<file path="config.mk">
export PLATFORM = sky130hd
export DESIGN_NAME = vend_key_fsm_flat
export DESIGN_NICKNAME = d
export VERILOG_FILES = /design/src/rtl/vend_pkg.sv /design/src/rtl/vend_key_fsm_if.sv /design/src/rtl/vend_key_decode.sv /design/src/rtl/vend_key_fsm.sv /design/src/flat_wrapper.sv
export SDC_FILE = /design/constraint.sdc
export NUM_CORES = 1
export LEC_CHECK = 0
export CORE_MARGIN = 10
export CORE_UTILIZATION = 43
export DETAILED_ROUTE_END_ITERATION = 10
export GPL_TIMING_DRIVEN = 0
export PLACE_DENSITY = 0.73
export SLEW_MARGIN = 15
export SYNTH_ARGS = -nofsm -noshare
export SYNTH_HDL_FRONTEND = slang
export SYNTH_HIERARCHICAL = 1
export SYNTH_SLANG_ARGS = --single-unit
</file>
<file path="constraint.sdc">
create_clock -name clk -period 10.36 [get_ports clk]
set_clock_uncertainty 0.05 [all_clocks]
set_input_delay 2.072 -clock clk [delete_from_list [all_inputs] [get_ports clk]]
set_output_delay 2.072 -clock clk [all_outputs]
set_load 0.05 [all_outputs]
</file>
<file path="src/rtl/vend_pkg.sv">
// Shared constants and types for the vending key controller.
// Holds ASCII keys, coin values, error codes and the FSM state enum.
package vend_pkg;

  localparam logic [7:0] KEY_N = 8'h6E;
  localparam logic [7:0] KEY_D = 8'h64;
  localparam logic [7:0] KEY_Q = 8'h71;
  localparam logic [7:0] KEY_1 = 8'h31;
  localparam logic [7:0] KEY_2 = 8'h32;
  localparam logic [7:0] KEY_3 = 8'h33;
  localparam logic [7:0] KEY_4 = 8'h34;
  localparam logic [7:0] KEY_C = 8'h63;

  localparam logic [4:0] VAL_N = 5'd5;
  localparam logic [4:0] VAL_D = 5'd10;
  localparam logic [4:0] VAL_Q = 5'd25;

  localparam logic [2:0] ERR_UNKNOWN = 3'd1;
  localparam logic [2:0] ERR_FUNDS   = 3'd2;
  localparam logic [2:0] ERR_CEIL    = 3'd3;
  localparam logic [2:0] ERR_BUSY    = 3'd4;

  typedef enum logic [1:0] {
    S_IDLE,
    S_CREDIT,
    S_DISPENSE
  } state_t;

endpackage

</file>
<file path="src/rtl/vend_key_fsm_if.sv">
// Received-byte bus from the UART receiver into the controller.
// rx_data: ASCII byte; rx_valid: one-cycle strobe qualifying rx_data.
interface vend_key_fsm_if;

  logic [7:0] rx_data;
  logic       rx_valid;

  modport master (
    output rx_data,
    output rx_valid
  );

  modport slave (
    input rx_data,
    input rx_valid
  );

endinterface

</file>
<file path="src/rtl/vend_key_decode.sv">
// Combinational classifier for a received byte: coin, select, cancel.
// In: rx_data. Out: is_coin/is_sel/is_cancel, coin_value, sel_idx.
module vend_key_decode
  import vend_pkg::*;
(
  input  logic [7:0] rx_data,
  output logic       is_coin,
  output logic       is_sel,
  output logic       is_cancel,
  output logic [4:0] coin_value,
  output logic [1:0] sel_idx
);

  always_comb begin
    is_coin    = 1'b0;
    is_sel     = 1'b0;
    is_cancel  = 1'b0;
    coin_value = 5'd0;
    sel_idx    = 2'd0;
    case (rx_data)
      KEY_N: begin
        is_coin    = 1'b1;
        coin_value = VAL_N;
      end
      KEY_D: begin
        is_coin    = 1'b1;
        coin_value = VAL_D;
      end
      KEY_Q: begin
        is_coin    = 1'b1;
        coin_value = VAL_Q;
      end
      KEY_1: begin
        is_sel  = 1'b1;
        sel_idx = 2'd0;
      end
      KEY_2: begin
        is_sel  = 1'b1;
        sel_idx = 2'd1;
      end
      KEY_3: begin
        is_sel  = 1'b1;
        sel_idx = 2'd2;
      end
      KEY_4: begin
        is_sel  = 1'b1;
        sel_idx = 2'd3;
      end
      KEY_C: is_cancel = 1'b1;
      default: ;
    endcase
  end

endmodule

</file>
<file path="src/rtl/vend_key_fsm.sv">
// Vending transaction controller: credit tracking, timed dispense, events.
// Ports: clk, reset (sync high), rx bus, credit/motor/item/change/err/busy.
module vend_key_fsm
  import vend_pkg::*;
#(
  parameter int PRICE1          = 25,
  parameter int PRICE2          = 50,
  parameter int PRICE3          = 75,
  parameter int PRICE4          = 100,
  parameter int MAX_CREDIT      = 150,
  parameter int DISPENSE_CYCLES = 4
) (
  input  logic                 clk,
  input  logic                 reset,
  vend_key_fsm_if.slave        rx,
  output logic [7:0]           credit,
  output logic                 motor_on,
  output logic [1:0]           item,
  output logic [7:0]           change,
  output logic                 change_valid,
  output logic                 err,
  output logic [2:0]           err_code,
  output logic                 busy
);

  localparam int CW = $clog2(DISPENSE_CYCLES + 1);
  localparam logic [CW-1:0] CNT_LAST = CW'(DISPENSE_CYCLES - 1);
  localparam logic [8:0] MAX9 = 9'(MAX_CREDIT);

  function automatic logic [7:0] price_of(input logic [1:0] idx);
    logic [7:0] p;
    unique case (idx)
      2'd0: p = 8'(PRICE1);
      2'd1: p = 8'(PRICE2);
      2'd2: p = 8'(PRICE3);
      2'd3: p = 8'(PRICE4);
    endcase
    return p;
  endfunction

  logic       is_coin;
  logic       is_sel;
  logic       is_cancel;
  logic [4:0] coin_value;
  logic [1:0] sel_idx;

  vend_key_decode u_dec (
    .rx_data    (rx.rx_data),
    .is_coin    (is_coin),
    .is_sel     (is_sel),
    .is_cancel  (is_cancel),
    .coin_value (coin_value),
    .sel_idx    (sel_idx)
  );

  state_t        state, state_n;
  logic [CW-1:0] cnt, cnt_n;
  logic [7:0]    credit_n;
  logic          motor_n;
  logic [1:0]    item_n;
  logic [7:0]    change_n;
  logic          cv_n;
  logic          err_n;
  logic [2:0]    ec_n;
  logic          busy_n;
  logic [8:0]    sum9;

  // Widened so a coin that would overshoot 255 is still caught.
  assign sum9 = {1'b0, credit} + {4'b0, coin_value};

  always_ff @(posedge clk) begin
    if (reset) begin
      state        <= S_IDLE;
      cnt          <= '0;
      credit       <= 8'd0;
      motor_on     <= 1'b0;
      item         <= 2'd0;
      change       <= 8'd0;
      change_valid <= 1'b0;
      err          <= 1'b0;
      err_code     <= 3'd0;
      busy         <= 1'b0;
    end else begin
      state        <= state_n;
      cnt          <= cnt_n;
      credit       <= credit_n;
      motor_on     <= motor_n;
      item         <= item_n;
      change       <= change_n;
      change_valid <= cv_n;
      err          <= err_n;
      err_code     <= ec_n;
      busy         <= busy_n;
    end
  end

  always_comb begin
    state_n  = state;
    cnt_n    = cnt;
    credit_n = credit;
    motor_n  = motor_on;
    item_n   = item;
    change_n = change;
    cv_n     = 1'b0;
    err_n    = 1'b0;
    ec_n     = err_code;
    busy_n   = busy;
    case (state)
      S_IDLE, S_CREDIT: begin
        if (rx.rx_valid) begin
          unique case (1'b1)
            is_coin: begin
              if (sum9 <= MAX9) begin
                credit_n = sum9[7:0];
                state_n  = S_CREDIT;
              end else begin
                err_n    = 1'b1;
                ec_n     = ERR_CEIL;
                change_n = {3'b0, coin_value};
                cv_n     = 1'b1;
              end
            end
            is_sel: begin
              if (credit >= price_of(sel_idx)) begin
                state_n = S_DISPENSE;
                cnt_n   = '0;
                motor_n = 1'b1;
                busy_n  = 1'b1;
                item_n  = sel_idx;
              end else begin
                err_n = 1'b1;
                ec_n  = ERR_FUNDS;
              end
            end
            is_cancel: begin
              if (state == S_CREDIT) begin
                change_n = credit;
                cv_n     = 1'b1;
                credit_n = 8'd0;
                state_n  = S_IDLE;
              end
            end
            default: begin
              err_n = 1'b1;
              ec_n  = ERR_UNKNOWN;
            end
          endcase
        end
      end
      S_DISPENSE: begin
        if (rx.rx_valid) begin
          err_n = 1'b1;
          ec_n  = ERR_BUSY;
        end
        if (cnt == CNT_LAST) begin
          change_n = credit - price_of(item);
          cv_n     = 1'b1;
          credit_n = 8'd0;
          motor_n  = 1'b0;
          busy_n   = 1'b0;
          cnt_n    = '0;
          state_n  = S_IDLE;
        end else begin
          cnt_n = cnt + 1'b1;
        end
      end
      default: state_n = S_IDLE;
    endcase
  end

endmodule

</file>
<file path="src/flat_wrapper.sv">
// flat-port wrapper written by rule: the top's interface ports become plain ports
module vend_key_fsm_flat import vend_pkg::*;
#(
  parameter int PRICE1          = 25,
  parameter int PRICE2          = 50,
  parameter int PRICE3          = 75,
  parameter int PRICE4          = 100,
  parameter int MAX_CREDIT      = 150,
  parameter int DISPENSE_CYCLES = 4
)
  (clk, reset, credit, motor_on, item, change, change_valid, err, err_code, busy, rx_rx_data, rx_rx_valid);
  vend_key_fsm_if rx_i ();
  input  logic clk;
  input  logic reset;
  output logic [7:0] credit;
  output logic motor_on;
  output logic [1:0] item;
  output logic [7:0] change;
  output logic change_valid;
  output logic err;
  output logic [2:0] err_code;
  output logic busy;
  input wire logic [$bits(rx_i.rx_data)-1:0] rx_rx_data;
  input wire logic [$bits(rx_i.rx_valid)-1:0] rx_rx_valid;
  assign rx_i.rx_data = rx_rx_data;
  assign rx_i.rx_valid = rx_rx_valid;
  vend_key_fsm #(.PRICE1(PRICE1), .PRICE2(PRICE2), .PRICE3(PRICE3), .PRICE4(PRICE4), .MAX_CREDIT(MAX_CREDIT), .DISPENSE_CYCLES(DISPENSE_CYCLES)) u_core (.clk(clk), .reset(reset), .rx(rx_i), .credit(credit), .motor_on(motor_on), .item(item), .change(change), .change_valid(change_valid), .err(err), .err_code(err_code), .busy(busy));
endmodule
</file>
==> impl_results.md <==
* # diodes at 0
* Critical Path Fanout Max at 5
* Setup CP Type: input pin to register
* Clk root buf: clkbuf_8
* Leak Pwr at 0.00127 uW
* Synth Instances at 336
* Worst hold path class: register to register
* CP Launch Type: input pin
* Met1 Use GR at 18.4%
* Async set-or-reset flop fraction in the synthesized netlist at 0%
* Via Count at 2632
* Syn-to-layout area delta at 21.8%
* Antenna-violating nets left at 0
* Critical Path Sink Type: register
* Post-Syn Area at 2610 sq um
* Sink Count at 29
* Hpwl dp at 5640 um
* First-pass GRT wire length at 12100 um
* Postcts setup bufs at 0
* Commonest non-fill, non-tap cells in the layout: 34 x clkdlybuf4s50_1, 30 x ha_1, 29 x a21oi_1, 29 x dfxtp_1, 28 x nand2_1
* Post-layout net count at 420
* Initial Util at 44.1%
* Max IR drop VDD at 0.128 mV
* GPL Wtd Cong at 0.971
* Final-report max-slew violation count at 0
* Tot Pwr at 277 uW
* # DRC at 0
* Crit. Startpoint: rx_rx_data[5]
* Yosys reg bits at 29
* Largest net degree at the start of global routing at 11
* Worst Tran Pin Value at 0.841 ns
* Status: completed
* I/O pin count at 36
* Post_cts resized at 0
* Launch point of the worst reg-to-reg path: u_core/credit[1]
* M2 GR Usage at 24.4%
* WL final at 7250 um
* Drt first pass iters at 5
* R2R Setup Slk at 7.26 ns
* DR WL/cell at 16.0 um
* Worst setup endpoint: u_core/err_code[1]
* Initial DRC Count at 195
* Top FF cell, synth: dfxtp_1
* Min cycle time layout at 5.82 ns
* Number of flops mapped to enable cells by yosys at 0
* Clock latency on the worst-skew pair at 0.29 ns
* Worst Path Arrival at 5.98 ns
* Area share of the largest cell type after synthesis at 22.2%
* Chip width at 97.9 um
* Power per standard cell area at 87.0 nW/um^2
* Post-synth top area cell: dfxtp_1
* Reg2Reg Depth at 9
* Cts hold-fix bufs at 0
* DIE AREA at 9590 sq um
* RSZ-0062 raised after global routing: no
* H-tree depth at 2
* Grt ovf at 0
* CTS tree: yes
* Cts bufs inserted at 5
* Yosys cell types at 59
* Final period util at 56.2%
* Critical R2R Capture: u_core/credit[4]
* Die Ht at 97.9 um
* Max_cap viols at 0
* Synthesized area per cell at 7.77 sq um
* Sequential share of the synthesized area at 22.2%
* FP Rows at 28
* Setup violations, final at 0
* Vias in the first global route at 2500
* Syn nets at 379
* Main area contributors after synthesis: dfxtp_1 22%, ha_1 14%, a21oi_1 5.6%
* Slew HR at 43.5%
* All-layer global routing usage at 14.7%
* Initial antenna violation count at 0
* Port Buffers at 34
* Via/cell ratio at 5.81
* Clock tree buffer depth at 2
* Core Area at 5920 sq um
* Commonest non-fill, non-tap cell in the layout: clkdlybuf4s50_1
* Share of layout cells above drive strength 1 at 7.41%
* Synth Warn # at 6
* Critical Path RT at 10.52 ns
* Fmax at 172 MHz
* Clock transition at path regs at 0.07 ns
* Met3 usage at 3.24%
* Hold WS at 0.399 ns
* TNS Setup at 0 ns
* Post-layout util at 53.7%
* GR peak layer: met2
* Final Hold Fails at 0
* Filler cell count at 561
[layout make-up]
class | count | area, sq um | area share, %
Multi-Input combinational cell | 268 | 1870 | 58.8
Sequential cell | 29 | 581 | 18.3
Timing Repair Buffer | 34 | 340 | 10.7
Inverter | 26 | 97.6 | 3.07
Tap cell | 75 | 93.8 | 2.95
Clock buffer | 5 | 68.8 | 2.16
Clock inverter | 3 | 65.1 | 2.05
Buffer | 13 | 62.6 | 1.97
[how the worst min path moves through the flow]
stage	start	endpoint	slack, ns	depth (start not counted)
6_report	u_core/change[4]	u_core/change[4]	0.40	2
5_1_grt	u_core/change[4]	u_core/change[4]	0.43	2
4_1_cts	u_core/change[4]	u_core/change[4]	0.41	2
3_5_place_dp	u_core/change[4]	u_core/change[4]	0.40	2
3_3_place_gp	u_core/change[4]	u_core/change[4]	0.39	2
2_1_floorplan	u_core/cnt[2]	u_core/cnt[2]	0.40	1
[worst max-delay path: stages]
cell and delay (ns):
clkdlybuf4s50_1 0.45, nor2b_1 0.25, nand3_1 0.18, nor3_1 0.51, inv_1 0.14, ha_1 0.24, or2_2 0.31, ha_1 0.27
nand2b_1 0.14, a211oi_1 0.26, o221a_2 0.29, o221ai_1 0.12, a31o_2 0.28, or3_1 0.34, a21oi_1 0.13
[Yosys cell counts, types with 4 or more instances]
cell      instances
a21o_1            5
nand2_1          28
nor2_1           26
nor2b_1           8
a211oi_1          7
a31oi_1           4
ha_1             30
nor3_1            4
nand2b_1         10
mux2i_1          10
inv_1            25
clkbuf_1          9
o31ai_1           4
dfxtp_1          29
o21ai_0          19
a21oi_1          29
o21ai_1           8
xnor2_1           4
nand3_1          12
[registers in the layout (all words and copies together), names as in the netlist]
register / count
u_core/change: 8
u_core/credit: 8
u_core/cnt: 3
u_core/err_code: 3
u_core/item: 2
u_core/state: 2
u_core/busy: 1
u_core/change_valid: 1
u_core/err: 1
[metrics by stage]
stage,cell area [sq um],cells,setup WS (ns)
5_1_grt,3180,453,4.22
2_1_floorplan,2610,336,5.16
3_3_place_gp,3050,445,4.32
6_report,3180,453,4.54
3_5_place_dp,3050,445,4.26
4_1_cts,3180,453,4.53
[layer usage]
layer	part of all wire, %	up-vias	routed length, um
li1	-	1293	-
met4	1.5	0	108
met5	0	-	0
met3	7.4	11	534
met2	47	103	3380
met1	44	1225	3230
[kinds of logic after synthesis]
logic type      share of synthesized area, %
compound gates                          26.5
buf+inv                                 6.13
mux                                     3.83
fa+ha+maj                               15.9
xor+xnor                                1.68
flops                                   22.2
simple gates                            23.7
[power breakdown]
part | leakage (uW) | internal, uW | switching (uW) | total, uW
clock | 0.0000681 | 95.6 | 47.9 | 143
combinational | 0.000966 | 8.53 | 12.2 | 20.8
sequential | 0.000234 | 112 | 0.354 | 113
total | 0.00127 | 216 | 60.5 | 277
No activity file was read; power rests on OpenSTA's default activity.
==> patch: new RTL, same flow settings <==
`DISPENSE_CYCLES` is set to 4 in 2 places; all go to 16.
--- a/src/rtl/vend_key_fsm.sv
+++ b/src/rtl/vend_key_fsm.sv
@@ -8,7 +8,7 @@
   parameter int PRICE3          = 75,
   parameter int PRICE4          = 100,
   parameter int MAX_CREDIT      = 150,
-  parameter int DISPENSE_CYCLES = 4
+  parameter int DISPENSE_CYCLES = 16
 ) (
   input  logic                 clk,
   input  logic                 reset,
--- a/src/flat_wrapper.sv
+++ b/src/flat_wrapper.sv
@@ -6,7 +6,7 @@
   parameter int PRICE3          = 75,
   parameter int PRICE4          = 100,
   parameter int MAX_CREDIT      = 150,
-  parameter int DISPENSE_CYCLES = 4
+  parameter int DISPENSE_CYCLES = 16
 )
   (clk, reset, credit, motor_on, item, change, change_valid, err, err_code, busy, rx_rx_data, rx_rx_valid);
   vend_key_fsm_if rx_i ();
Formal check against the unedited RTL: not equivalent (a bounded check fails within 10 cycles, from zero or initial values and one cycle with reset high).
==> patch against the original RTL <==
- setup slack got worse by 0.051 ns
- global-route usage hardly changed
- synthesized area increased by 3.0%
- critical path type unchanged
- core utilization increased by 0.42 points
- sequential cell count increased by 2
- power decreased by 2.9%
- fmax decreased by 0.87%
- cell area rose by 2.0%
- synthesized cell count up 1.8%
- register-to-register slack worse by 0.13 ns
- count of clock-buffer cells in the layout is 1 higher
- wire length increased by 3.6%
- via count rose by 2.1%
==> patch: results (changes against the original RTL) <==
outcome:
  outcome: "complete, no violations"
place:
  gp_congestion: 0.9088  # -6.4%
  numPlacedInstances: 451  # +1.3%
  dp_slack_ns: 4.269  # +0.008090 ns
cells_and_area:
  nNetsFinal: 426  # +1.4%
worst_setup_path:
  cp_max_fo: 8  # +3
  reg2reg_slack_ns: 7.13  # -0.13 ns
  cpMaxStageDelayCell: "clkdlybuf4s50_1"
  critical_path.top_delay_family: "compound AO/OA/AOI/OAI gates"
synth:
  synth-compound-area-share: 0.2549  # -0.01057
  yosys.area_share.xor_xnor: 0.01628  # -0.0004914
  ys_seq_area_frac: 0.2307  # +0.008369
  synthMuxAreaShare: 0.04512  # +0.006784
  yosys-top-cells-area: "dfxtp_1, ha_1, a21oi_1"
global_route:
  use_met2: 0.2420  # -0.001671
  grtUsageMet3: 0.03322  # +0.0008008
  grt_use_met1: 0.1851  # +0.001183
min_path:
  min_to: "u_core/busy"
pwr:
  peakVddDrop_uv: 63.26  # -50%
  combPwrFrac: 0.081  # +0.006
  p_clk_frac: 0.471  # -0.047
routing:
  vias: 2686  # +2.1%
  met3WireLength_um: 469  # -12%
  drt_wl_total_mm: 7.514  # +3.6%
sta:
  whs_ns: 0.4136  # +0.01438 ns
==> patch: final cells by class <==
type                       instances  area [um^2]  share of cell area
buffer                            14        63.81             0.01968
clock buffer                       6        82.58             0.02547
clock inverter                     2        35.03             0.01081
inverter                          28        105.1             0.03242
multi-input combinational        269         1901              0.5863
sequential                        31        620.6              0.1914
tap                               75        93.84             0.02895
timing repair buffer              34        340.3              0.1050
==> patch: worst register-to-register path, stage by stage (launching register included) <==
cell and delay, ns:
dfxtp_1 0.49, inv_1 0.17, fa_1 0.48, nand2b_1 0.20, a211oi_1 0.43, o2111a_1 0.30
nor3_2 0.09, a311oi_2 0.48, nor2_2 0.23, o31ai_1 0.25
==> patch: worst max-delay path by stage <==
stage | to | cells past startpoint
finish | u_core/credit[0] | 14
global route | u_core/cnt[3] | 15
CTS | u_core/err_code[2] | 15
detailed placement | u_core/err_code[2] | 15
global placement | u_core/credit[0] | 14
floorplan | u_core/credit[0] | 14
